### src/rtl/time_entry_pkg.sv
// Shared types and digit limits for the HH:MM[:SS] keypad time-entry block.
// The per-position limits are derived from the largest legal hour and minute/second values.
package time_entry_pkg;

    typedef enum logic [1:0] {
        IDLE  = 2'd0,
        ENTRY = 2'd1,
        LOAD  = 2'd2
    } state_t;

    localparam logic [7:0] HOURS_MAX   = 8'd23;
    localparam logic [7:0] MIN_SEC_MAX = 8'd59;

    localparam logic [3:0] LIM_H1           = 4'(HOURS_MAX / 8'd10);
    localparam logic [3:0] LIM_H0           = 4'd9;
    localparam logic [3:0] LIM_H0_AT_H1_MAX = 4'(HOURS_MAX % 8'd10);
    localparam logic [3:0] LIM_M1           = 4'(MIN_SEC_MAX / 8'd10);
    localparam logic [3:0] LIM_M0           = 4'd9;
    localparam logic [3:0] LIM_S1           = 4'(MIN_SEC_MAX / 8'd10);
    localparam logic [3:0] LIM_S0           = 4'd9;

    // The hours-units limit depends on the hours-tens digit already in the buffer.
    function automatic logic digit_in_range(input logic [2:0] p,
                                            input logic [3:0] d,
                                            input logic [3:0] h1);
        logic [3:0] lim;
        case (p)
            3'd0:    lim = LIM_H1;
            3'd1:    lim = (h1 == LIM_H1) ? LIM_H0_AT_H1_MAX : LIM_H0;
            3'd2:    lim = LIM_M1;
            3'd3:    lim = LIM_M0;
            3'd4:    lim = LIM_S1;
            3'd5:    lim = LIM_S0;
            default: lim = 4'd0;
        endcase
        return (d <= lim);
    endfunction

endpackage

### src/rtl/time_entry_bcd_pair.sv
// Combinational conversion of a two-digit BCD pair into an 8-bit binary value.
// tens*10 is formed as tens*8 + tens*2 so no multiplier is needed.
module bcd_pair_to_bin (
    input  logic [3:0] tens,
    input  logic [3:0] ones,
    output logic [7:0] bin
);

    logic [7:0] tens_w;
    logic [7:0] ones_w;

    assign tens_w = {4'd0, tens};
    assign ones_w = {4'd0, ones};
    assign bin    = (tens_w << 3) + (tens_w << 1) + ones_w;

endmodule

### src/rtl/time_entry.sv
// Keypad time entry: collects validated BCD digits into HH MM [SS], then offers
// the binary time on a valid/ready handshake to the time or alarm counter.
module time_entry
    import time_entry_pkg::*;
#(
    parameter int NUM_DIGITS = 6
) (
    input  logic        clk,
    input  logic        reset,
    input  logic [3:0]  digit,
    input  logic        digit_valid,
    output logic        digit_ready,
    input  logic        clear,
    output logic [7:0]  hrs,
    output logic [7:0]  min,
    output logic [7:0]  sec,
    output logic        load_valid,
    input  logic        load_ready,
    output logic [23:0] entry_digits,
    output logic [2:0]  pos,
    output logic        entry_active,
    output logic        error
);

    localparam logic [2:0] LAST_POS = 3'(NUM_DIGITS - 1);

    state_t      state_q, state_d;
    logic [2:0]  pos_q, pos_d;
    logic [23:0] buf_q, buf_d;
    logic [7:0]  hrs_q, hrs_d;
    logic [7:0]  min_q, min_d;
    logic [7:0]  sec_q, sec_d;
    logic        load_valid_q, load_valid_d;
    logic        error_q, error_d;

    logic [4:0]  slot_shift;
    logic [23:0] buf_written;
    logic        digit_ok;
    logic [7:0]  hrs_bin, min_bin, sec_bin;

    // Slot 0 (H1) sits in the top nibble, so the shift shrinks as pos grows.
    assign slot_shift  = 5'd20 - {pos_q, 2'b00};
    assign buf_written = (buf_q & ~(24'hF << slot_shift)) | ({20'd0, digit} << slot_shift);
    assign digit_ok    = digit_in_range(pos_q, digit, buf_q[23:20]);

    // Conversion runs on the buffer including the digit being accepted, so the
    // binary fields can be registered on the same edge as the last digit.
    bcd_pair_to_bin u_hrs (
        .tens (buf_written[23:20]),
        .ones (buf_written[19:16]),
        .bin  (hrs_bin)
    );

    bcd_pair_to_bin u_min (
        .tens (buf_written[15:12]),
        .ones (buf_written[11:8]),
        .bin  (min_bin)
    );

    bcd_pair_to_bin u_sec (
        .tens (buf_written[7:4]),
        .ones (buf_written[3:0]),
        .bin  (sec_bin)
    );

    always_comb begin
        state_d      = state_q;
        pos_d        = pos_q;
        buf_d        = buf_q;
        hrs_d        = hrs_q;
        min_d        = min_q;
        sec_d        = sec_q;
        load_valid_d = load_valid_q;
        error_d      = 1'b0;

        if (clear) begin
            state_d      = IDLE;
            pos_d        = 3'd0;
            buf_d        = 24'd0;
            load_valid_d = 1'b0;
        end else begin
            case (state_q)
                IDLE, ENTRY: begin
                    if (digit_valid) begin
                        if (digit_ok) begin
                            buf_d = buf_written;
                            if (pos_q == LAST_POS) begin
                                state_d      = LOAD;
                                load_valid_d = 1'b1;
                                hrs_d        = hrs_bin;
                                min_d        = min_bin;
                                sec_d        = (NUM_DIGITS == 6) ? sec_bin : 8'd0;
                            end else begin
                                state_d = ENTRY;
                                pos_d   = pos_q + 3'd1;
                            end
                        end else begin
                            error_d = 1'b1;
                        end
                    end
                end
                LOAD: begin
                    // Binary fields keep the transferred value after the handshake.
                    if (load_ready) begin
                        state_d      = IDLE;
                        pos_d        = 3'd0;
                        buf_d        = 24'd0;
                        load_valid_d = 1'b0;
                    end
                end
                default: begin
                    state_d = IDLE;
                end
            endcase
        end
    end

    always_ff @(posedge clk or posedge reset) begin
        if (reset) begin
            state_q      <= IDLE;
            pos_q        <= 3'd0;
            buf_q        <= 24'd0;
            hrs_q        <= 8'd0;
            min_q        <= 8'd0;
            sec_q        <= 8'd0;
            load_valid_q <= 1'b0;
            error_q      <= 1'b0;
        end else begin
            state_q      <= state_d;
            pos_q        <= pos_d;
            buf_q        <= buf_d;
            hrs_q        <= hrs_d;
            min_q        <= min_d;
            sec_q        <= sec_d;
            load_valid_q <= load_valid_d;
            error_q      <= error_d;
        end
    end

    assign digit_ready  = (state_q != LOAD);
    assign entry_active = (state_q == ENTRY);
    assign hrs          = hrs_q;
    assign min          = min_q;
    assign sec          = sec_q;
    assign load_valid   = load_valid_q;
    assign entry_digits = buf_q;
    assign pos          = pos_q;
    assign error        = error_q;

endmodule

### config.mk
export PLATFORM = sky130hd
export DESIGN_NAME = time_entry
export DESIGN_NICKNAME = d
export VERILOG_FILES = /design/src/rtl/time_entry_pkg.sv /design/src/rtl/time_entry_bcd_pair.sv /design/src/rtl/time_entry.sv
export SDC_FILE = /design/constraint.sdc
export NUM_CORES = 1
export LEC_CHECK = 0
export CELL_PAD_IN_SITES_DETAIL_PLACEMENT = 0
export CELL_PAD_IN_SITES_GLOBAL_PLACEMENT = 2
export CORE_UTILIZATION = 35
export DETAILED_ROUTE_END_ITERATION = 7
export PLACE_DENSITY = 0.89
export SLEW_MARGIN = 10
export SYNTH_ARGS = -nofsm -noshare
export SYNTH_HDL_FRONTEND = slang
export SYNTH_SLANG_ARGS = --single-unit
### constraint.sdc
create_clock -name clk -period 6.7 [get_ports clk]
set_clock_uncertainty 0.1 [all_clocks]
set_input_delay 1.005 -clock clk [delete_from_list [all_inputs] [get_ports clk]]
set_output_delay 1.005 -clock clk [all_outputs]
set_load 0.02 [all_outputs]
==> flow_metrics.env <==
export IMPL_peakVddDrop_uv=136
export IMPL_synth_top_family_by_area="compound AO/OA/AOI/OAI gates"
export IMPL_cts_root_buf="clkbuf_8"
export IMPL_grt_util_met2_pct=30.8
export IMPL_start_kind="flip-flop"
export IMPL_cts_buffers=5
export IMPL_critical_path_class="flip-flop to flip-flop"
export IMPL_routabilityCongestion=0.770
export IMPL_insertion_delay_ns=0.31
export IMPL_crit_path_end_kind="flip-flop"
export IMPL_synth_seq_cells=55
export IMPL_drcViolationCount=0
export IMPL_ys_async_sr_fraction_pct=100
export IMPL_dp_hpwl_um=6240
export IMPL_synth_compound_area_share_pct=22.4
export IMPL_crit_path_max_fanout=25
export IMPL_syn_inst=329
export IMPL_maxCapViolations=0
export IMPL_grt_overflow_total=0
export IMPL_vias=2706
export IMPL_rows=35
export IMPL_post_synth_top_count_cell="nand2_1"
export IMPL_grt_max_degree=56
export IMPL_die_width_um=99.7
export IMPL_io_pins=64
export IMPL_r2r_start="pos[1]"
export IMPL_wirelength_um=8590
export IMPL_die_h_um=99.7
export IMPL_cpMostUsedCell="fa_1"
export IMPL_place_area_mm2=0.00404
export IMPL_fin_crit_sh_pct=57.6
export IMPL_leakage_nw=1.94
export IMPL_first_global_vias=2755
export IMPL_core_area_mm2=0.00924
export IMPL_htree_num_levels=2
export IMPL_synth_nets=375
export IMPL_synth_mux_area_share_pct=0.937
export IMPL_num_nets_final=432
export IMPL_grt_setup_unrepaired="false"
export IMPL_syn_to_final_growth_pct=23.6
export IMPL_final_core_util_pct=44.7
export IMPL_finalSetupViolations=0
export IMPL_drive_above_1_share_pct=5.17
export IMPL_path_cells="ha_1, nor3_1, a22oi_1, fa_1, inv_1, fa_1, a21o_1, a21oi_1, xnor2_1, o21ai_0"
export IMPL_drv_slew=0
export IMPL_synth_top_area_share_pct=41.2
export IMPL_hold_path_class="flip-flop to flip-flop"
export IMPL_synth_xor_area_share_pct=2.36
export IMPL_routedWlPerCell_um=16.7
export IMPL_grtUsageMet1_pct=25.8
export IMPL_drt_antenna_violating_nets=0
export IMPL_cp_slowest_cell="ha_1"
export IMPL_stdcell_area_mm2=0.00413
export IMPL_power_density_mw_per_mm2=361
export IMPL_yosys_cell_types_count=46
export IMPL_clock_fmax_ghz=0.259
export IMPL_drt_iter0_markers=93
export IMPL_period_minus_slack_ns=3.86
export IMPL_crit_required_ns=6.76
export IMPL_grt_antenna_before_repair=0
export IMPL_synth_simple_area_share_pct=12.3
export IMPL_firstDrtPassIters=4
export IMPL_clkTransAtPathRegs_ns=0.10
export IMPL_synth_edf_count=0
export IMPL_grt_use_total_pct=18.5
export IMPL_finalSetupTns_ns=0
export IMPL_cts_resized_gates=0
export IMPL_start_util_pct=36.1
export IMPL_synth_area_top_cells="dfrtp_1 (41%), ha_1 (12%), nand2_1 (6.3%)"
export IMPL_critPathBufInv=1
export IMPL_die_area_mm2=0.00994
export IMPL_yosysWarnings=0
export IMPL_cts_hold_buffers=0
export IMPL_critPathTopFamily="adder cells"
export IMPL_syn_area_mm2=0.00334
export IMPL_vias_per_cell=5.24
export IMPL_synth_seq_area_share_pct=41.2
export IMPL_synth_top_area_cell="dfrtp_1"
export IMPL_synth_ff_type="dfrtp_1"
export IMPL_diodes=0
export IMPL_crit_start="pos[1]"
export IMPL_worst_slew_pin_slew_ns=1.18
export IMPL_grt_busiest_layer="met2"
export IMPL_yosys_top_cells_count="nand2_1 (56), dfrtp_1 (55), ha_1 (31), inv_1 (22), nor2_1 (16)"
export IMPL_cts_max_path_buffers=2
export IMPL_cts_setup_buffers=0
export IMPL_grt_util_met3_pct=2.46
export IMPL_relSlewSlack_pct=21.0
export IMPL_cpPeakStageDelay_ns=0.64
export IMPL_synthAdderAreaFrac_pct=15.2
export IMPL_finalHoldViolCount=0
export IMPL_status="completed"
export IMPL_hp_start="hrs[5]"
export IMPL_worst_ep_arrival_time_ns=3.92
export IMPL_cts_tree="done"
export IMPL_synth_avg_cell_area_um2=10.2
export IMPL_holdWs_ns=0.389
export IMPL_grt_pass1_wl_um=14300
export IMPL_clock_sinks=55
export IMPL_io_buffers=63
==> tightest hold or removal path, stage by stage (launching register included) <==
cell and delay [ns]:
dfrtp_1 0.35, nand2_1 0.05, o21ai_0 0.06
==> layout by cell type, fill, tap and decap left out, types with 4 or more instances in the layout <==
cell,instances
a21oi_1,12
a22oi_1,5
fa_1,6
dfrtp_1,55
clkbuf_8,5
o21ai_0,14
nor3_1,5
xnor2_1,9
clkdlybuf4s50_1,63
nand2b_1,4
a21o_1,5
nand2_1,56
nor2_1,16
a32oi_1,8
o2bb2ai_1,15
inv_1,21
ha_1,31
a32o_1,13
==> cell type report <==
type	instances	area (µm²)
inverters	22	82.6
fillers	892	5110
multi-input cells	237	1780
repair buffers	65	646
clock inverters	2	12.5
clock buffers	6	72.6
flip-flops and latches	55	1380
well taps	129	161
==> per-stage QoR <==
stage | cells | worst slack, ns | total power [mW]
after global routing | 516 | 2.63 | 1.60
after CTS | 516 | 2.82 | 1.50
final | 516 | 2.84 | 1.49
after global placement | 508 | 2.86 | 1.29
after detailed placement | 508 | 2.82 | 1.31
after floorplan | 329 | 3.43 | 1.03
==> logic make-up (layout without fill, tap and decap cells) <==
| logic type | count (synthesis) | after routing |
|---|---|---|
| buffers and inverters | 37 | 95 |
| and+or+nand+nor | 93 | 93 |
| xor gates and xnor gates | 9 | 9 |
| muxes | 3 | 3 |
| AOI/OAI and AO/OA | 95 | 95 |
| adders and majority gates | 37 | 37 |
| DFF | 55 | 55 |
==> final timing paths <==
check / slack, ns / to / depth (start not counted)
max in group asynchronous: 4.91 / pos[0] / 3
min in group asynchronous: 1.11 / entry_digits[17] / 3
setup / recovery: 2.84 / hrs[6] / 10
hold reg to reg: 0.39 / hrs[5] / 2
setup reg to reg: 2.84 / hrs[6] / 10
hold / removal: 0.39 / hrs[5] / 2
==> sequential cells by signal (all words and copies together), names as in the netlist <==
| register | count |
|---|---|
| entry_digits | 24 |
| hrs | 8 |
| min | 8 |
| sec | 8 |
| pos | 3 |
| state_q | 2 |
| error | 1 |
| load_valid | 1 |
==> layer usage <==
layer  up-vias  part of all wire, %
met4         0                 0.62
met2        69                   46
met1      1333                   49
met3         4                  4.2
li1       1300                    -
met5         -                    0
==> power breakdown <==
| group | switching [mW] | internal (mW) |
|---|---|---|
| registers | 0.0608 | 0.388 |
| logic | 0.510 | 0.345 |
| clock network | 0.114 | 0.0736 |
Power figures use the tool's default switching activity.
